`config.mk`:
```
export PLATFORM = sky130hd
export DESIGN_NAME = uart_tx_frame
export DESIGN_NICKNAME = d
export VERILOG_FILES = /design/src/rtl/uart_tx_frame.sv
export SDC_FILE = /design/constraint.sdc
export NUM_CORES = 1
export LEC_CHECK = 0
export CORE_MARGIN = 5
export CORE_UTILIZATION = 50
export CTS_CLUSTER_SIZE = 24
export DETAILED_ROUTE_END_ITERATION = 8
export GPL_TIMING_DRIVEN = 0
export MAX_ROUTING_LAYER = met4
export PLACE_DENSITY = 0.75
export SLEW_MARGIN = 20
export SYNTH_ARGS = -nofsm -noshare
export SYNTH_HDL_FRONTEND = slang
export SYNTH_SLANG_ARGS = --single-unit
```
`constraint.sdc`:
```
create_clock -name CLK -period 2.1 [get_ports CLK]
set_input_delay 0.42 -clock CLK [delete_from_list [all_inputs] [get_ports CLK]]
set_output_delay 0.42 -clock CLK [all_outputs]
set_load 0.01 [all_outputs]
```
`src/rtl/uart_tx_frame.sv`:
```
// uart_tx_frame: UART transmit framer running on the TX baud clock.
// Sends one frame per request: start bit, DATA_WIDTH data bits LSB first,
// an optional even/odd parity bit, then a stop bit. TX_OUT and Busy are
// registered and are driven from the next-state values, so the line changes
// on the same edge that the state does.
module uart_tx_frame #(
  parameter int DATA_WIDTH = 8
) (
  input  logic                  CLK,
  input  logic                  RST,
  input  logic [DATA_WIDTH-1:0] P_DATA,
  input  logic                  Data_Valid,
  input  logic                  PAR_EN,
  input  logic                  PAR_TYP,
  output logic                  TX_OUT,
  output logic                  Busy
);

  // A single-bit frame still needs a one-bit counter.
  localparam int CNT_W = (DATA_WIDTH > 1) ? $clog2(DATA_WIDTH) : 1;
  localparam logic [CNT_W-1:0] LAST_BIT = CNT_W'(DATA_WIDTH - 1);

  typedef enum logic [2:0] {
    IDLE   = 3'd0,
    START  = 3'd1,
    DATA   = 3'd2,
    PARITY = 3'd3,
    STOP   = 3'd4
  } state_e;

  state_e                  state_q, state_d;
  logic [CNT_W-1:0]        cnt_q, cnt_d;
  logic [DATA_WIDTH-1:0]   data_q, data_d;
  logic                    par_en_q, par_en_d;
  logic                    par_typ_q, par_typ_d;
  logic                    tx_q, tx_d;
  logic                    busy_q, busy_d;

  logic [CNT_W-1:0]        cnt_inc;
  logic                    par_bit;

  assign cnt_inc = cnt_q + 1'b1;
  // Even parity is the XOR of the data; odd parity is its complement.
  assign par_bit = (^data_q) ^ par_typ_q;

  assign TX_OUT = tx_q;
  assign Busy   = busy_q;

  // State, counter, latched request and registered outputs; reset wins over a request.
  always_ff @(posedge CLK) begin
    // NOTE: sequential state uses non-blocking assignments so every register
    // samples the pre-edge values of the others.
    if (RST) begin
      state_q   <= IDLE;
      cnt_q     <= '0;
      data_q    <= '0;
      par_en_q  <= 1'b0;
      par_typ_q <= 1'b0;
      tx_q      <= 1'b1;
      busy_q    <= 1'b0;
    end else begin
      state_q   <= state_d;
      cnt_q     <= cnt_d;
      data_q    <= data_d;
      par_en_q  <= par_en_d;
      par_typ_q <= par_typ_d;
      tx_q      <= tx_d;
      busy_q    <= busy_d;
    end
  end

  // Next state, and the line value/busy flag that the next state presents.
  always_comb begin
    // NOTE: every variable gets a default first so no path leaves one
    // unassigned, which would otherwise infer a latch.
    state_d   = state_q;
    cnt_d     = cnt_q;
    data_d    = data_q;
    par_en_d  = par_en_q;
    par_typ_d = par_typ_q;
    tx_d      = 1'b1;
    busy_d    = 1'b0;

    unique case (state_q)
      IDLE: begin
        if (Data_Valid) begin
          data_d    = P_DATA;
          par_en_d  = PAR_EN;
          par_typ_d = PAR_TYP;
          state_d   = START;
          tx_d      = 1'b0;
          busy_d    = 1'b1;
        end
      end

      START: begin
        state_d = DATA;
        cnt_d   = '0;
        tx_d    = data_q[0];
        busy_d  = 1'b1;
      end

      DATA: begin
        busy_d = 1'b1;
        if (cnt_q == LAST_BIT) begin
          // Last data bit is on the line; the counter is parked instead of wrapping.
          cnt_d = '0;
          if (par_en_q) begin
            state_d = PARITY;
            tx_d    = par_bit;
          end else begin
            state_d = STOP;
            tx_d    = 1'b1;
          end
        end else begin
          cnt_d = cnt_inc;
          tx_d  = data_q[cnt_inc];
        end
      end

      PARITY: begin
        state_d = STOP;
        tx_d    = 1'b1;
        busy_d  = 1'b1;
      end

      STOP: begin
        // Back to IDLE with the line high; a new request is sampled there.
        state_d = IDLE;
        tx_d    = 1'b1;
        busy_d  = 1'b0;
      end

      default: begin
        state_d = IDLE;
        cnt_d   = '0;
      end
    endcase
  end

endmodule

```
==> Word level (Yosys, flattened, before mapping) <==
Index checks and enable logic that the tools add are counted.
{ "op_classes": {"n_addsub": 1, "magnitude_cmp": 1, "n_eq_ne": 7, "muxes": 14, "bitwise_logic": 1, "n_reduce_logical": 6} }
{ "op_table": {"columns": ["op", "count"], "rows": [
  ["two-way mux 3 bit", 4],
  ["case mux 3 bit (4 select lines)", 1],
  ["parity 8 bit", 1],
  ["equality test 3 x 2 -> 1 bit (second input constant)", 2],
  ["equality test 3 bit (second input constant)", 2],
  ["case mux 3 bit (2 select lines)", 1],
  ["OR reduction 3 bit", 2],
  ["two-way mux 1 bit", 5],
  ["< comparator 3 x 4 -> 1 bit (second input constant)", 1],
  ["!= test 2 bit (second input constant)", 2],
  ["AND reduction 2 bit", 2],
  ["adder 3 x 1 -> 3 bit (second input constant)", 1],
  ["binary-select mux 1 bit (select 3 bit)", 1],
  ["equality test 3 x 1 -> 1 bit (second input constant)", 1],
  ["logical NOT 3 bit", 1],
  ["case mux 1 bit (3 select lines)", 1],
  ["case mux 1 bit (2 select lines)", 1],
  ["bitwise XOR 1 bit", 1]
]} }
{ "totals": {"reg_bits": 18, "inputBits": 13, "output_inout_bits": 2, "wordCells": 37} }

==> Depth between registers and ports, before layout <==
{ "depth": {"word_depth": 5, "depth_mapped": 8, "depth_no_buf": 7} }

==> Worst setup path before layout <==
OpenSTA, ideal clock, no wires.
{ "synth_path": {"path_type": "register to register", "start": "reg cnt_q[0]", "end": "reg tx_q (netlist: TX_OUT)", "setup_time_ps": 62, "arrival_time_ps": 1729, "setup_slack_ps": 308, "path_stages_with_launch": 9, "synth_period_minus_slack_ps": 1792, "cell_sequence": "dfxtp_1 > ha_1 > ha_1 > buf_4 > mux2i_1 > mux4_2 > nand2_1 > o2111ai_1 > nand3_1"} }
{ "synth_between": {"elab_chain_cells": 5} }
{ "synth_lines": {"columns": ["element", "line", "rtl"], "rows": [
  ["from (decl)", "32", "logic [CNT_W-1:0] cnt_q, cnt_d;"],
  ["from (signal assigned)", "63", "cnt_q <= cnt_d;"],
  ["adder 3 x 1 -> 3 bit", "42", "assign cnt_inc = cnt_q + 1'b1;"],
  ["binary-select mux 1 bit (select 3 bit)", "117", "tx_d = data_q[cnt_inc];"],
  ["two-way mux 1 bit (not written as such)", "117", null],
  ["two-way mux 1 bit (*)", "105", "if (cnt_q == LAST_BIT) begin"],
  ["case mux 1 bit (3 select lines) (*)", "84", "unique case (state_q)"],
  ["to (signal assigned)", "67", "tx_q <= tx_d;"],
  ["to (decl)", "36", "logic tx_q, tx_d;"]
]} }
Every way passes the cells marked *; elsewhere a longest branch is shown, timed or not. The select of a mux whose other input is x is not followed.
A chain may end at the register's enable or synchronous reset.

==> Worst setup path in the final report <==
Ends and elaborated chain as after synthesis.

==> impl_metrics.toml <==
[critical_path]
worstPathRequired_ns = 2.34
critical_path_class = "reg2reg"
end_kind = "flip-flop"
worst_ep_arrival_time_ns = 2.14
critPathMaxFanout = 5
cp-start-kind = "flip-flop"

[floorplanning]
rows = 15
fp.dieW_um = 53.0
die_h_um = 53.0
io_pins = 15
die-area_um2 = 2810
start_util_pct = 53.0
core_um2 = 1750

[synth]
yosys_warnings = 0
synth.top_cell.area_share_pct = 39.0
avgSynthCellArea_um2 = 8.89
yosysSeqAreaShare_pct = 39.0
syn_inst = 104
yosysTopAreaCell = "dfxtp_1"
synth_edf_count = 0
synthArstFlopShare_pct = 0
synthTopCellsByArea = "dfxtp_1 (39%), nand2_1 (9.3%), a21oi_1 (8.7%)"
synth_cell_types = 28
synth_fp_nets = 119
synth_most_common_cell = "nand2_1"
ys_seq_elements = 18
synth_ff_type = "dfxtp_1"
synthTopCellsByCount = "nand2_1 (23), dfxtp_1 (18), a21oi_1 (16)"
synth_area_um2 = 925

[placed_design]
dp_cells = 143
place_ws_ns = 0.214
gp_congestion = 0.868
portBuffers = 14
dp_hpwl_mm = 1.35

[clock_network]
cts_resized = 0
clk_pin_slew_ns = 0.10
post_cts_buffers = 0
root_buffer = "clkbuf_4"
htreeDepth = 1
cts_buffers = 3
cts_sinks = 18
cts_tree = "built"
hold_buffers = 0
cts_buffer_depth = 2
insertion_delay_ns = 0.29

[routing]
drt_iter0_drc = 6
wire_per_inst_um = 11.6
num_vias = 750
first_pass_iters = 4
remaining_drc_errors = 0
routed_wl_mm = 1.71
viasPerCell = 5.10
ant_nets = 0

[global_routing]
grt_pass1_vias = 672
grt_pass1_wl_mm = 2.92
antenna_found_initial = 0
grt_overflow = 0
gr-usage-all-layers_pct = 14.6
grt_max_degree = 11

[worst_hold_path]
hp-class = "reg2reg"

[cells_and_area]
final_cells = 147
finish.net_count = 138
syn_to_final_growth_pct = 22.5
n_antenna_cell = 0
final_core_util_pct = 64.9
drive_above_1_share_pct = 12.3

[power_and_ir_drop]
power_density_nw_per_um2 = 772
p_leak_nw = 0.443
irDropWorstVdd_uv = 521
power_mw = 0.874

[sta]
setup_tns_ns = 0
slew_headroom_pct = 62.4
slew_viol_final = 0
rsz0062_at_grt = "no"
setup_viol = 0
fin_crit_sh_pct = 90.7
fin_crit_ns = 1.91
finalWorstSetupSlack_ns = 0.195
max_freq_mhz = 525
finClkSkew_ns = 0.00124
hold_violations = 0
worstMarginPinSlew_ns = 0.562

[status]
status = "finished, final reports clean"

[run]
cap_violations = 0
==> placed cells by master, fill, tap and decap left out, types with 3 or more instances in the layout <==
cell type / instances
clkbuf_4: 3
dfxtp_1: 18
nand2_1: 23
nand3b_1: 3
clkdlybuf4s50_1: 14
a21oi_1: 16
nand2b_1: 3
xnor2_1: 4
mux2i_1: 4
nor2_1: 7
==> power breakdown <==
part	leakage [nW]	switching, mW	total (mW)	internal [mW]
clock network	0.0210	0.103	0.209	0.106
registers	0.148	0.0376	0.416	0.378
logic	0.274	0.108	0.250	0.142
total	0.443	0.249	0.874	0.626
==> flip-flops by register name (all words and copies together) (netlist names) <==
signal     cells
Busy           1
TX_OUT         1
cnt_q          3
data_q         8
par_en_q       1
par_typ_q      1
state_q        3
==> critical path, stage by stage, from the launching register on <==
cell and delay (ns):
dfxtp_1 0.38, ha_1 0.22, ha_1 0.26, buf_4 0.16
mux2i_1 0.11, mux4_2 0.46, nand2_1 0.07, o2111ai_1 0.09
nand3_1 0.09
==> path summary, 6_finish.rpt <==
| kind | startpoint | slack, ns | to | cells past startpoint |
|---|---|---|---|---|
| max | cnt_q[0] | 0.19 | TX_OUT | 8 |
| min | par_typ_q | 0.49 | par_typ_q | 2 |
| min reg2reg | par_typ_q | 0.49 | par_typ_q | 2 |
| max reg2reg | cnt_q[0] | 0.19 | TX_OUT | 8 |
==> area by class of cell <==
class | count | area [µm²]
Timing Repair Buffer | 14 | 140
Clock buffer | 4 | 36.3
Tap cell | 25 | 31.3
Sequential cell | 18 | 360
Inverter | 2 | 7.51
Fill cell | 164 | 613
Buffer | 5 | 41.3
Multi-Input combinational cell | 79 | 515
==> through the flow <==
step | hold WS, ns | cell area [µm²]
after floorplan | 0.449 | 925
after global placement | 0.463 | 1100
after detailed placement | 0.469 | 1100
after CTS | 0.487 | 1130
after global routing | 0.507 | 1130
final | 0.488 | 1130
==> layer usage <==
metal / global-route usage [%] / up-vias / part of all wire [%]
met2: 23.1 / 15 / 47
met3: 5.92 / 2 / 5.4
met4: 5.11 / 0 / 0.82
met5: - / - / 0
met1: 16.6 / 343 / 47
li1: - / 390 / -
==> cells by family after synthesis <==
logic type      after synthesis  share of synthesized area (%)
simple gates                 42                           22.5
compound gates               22                           13.5
flops                        18                           39.0
xor+xnor                      7                           9.07
buf+inv                       7                           5.28
mux                           6                           7.98
fa+ha+maj                     2                           2.71
Note: power is estimated with default switching activity, not from simulation.
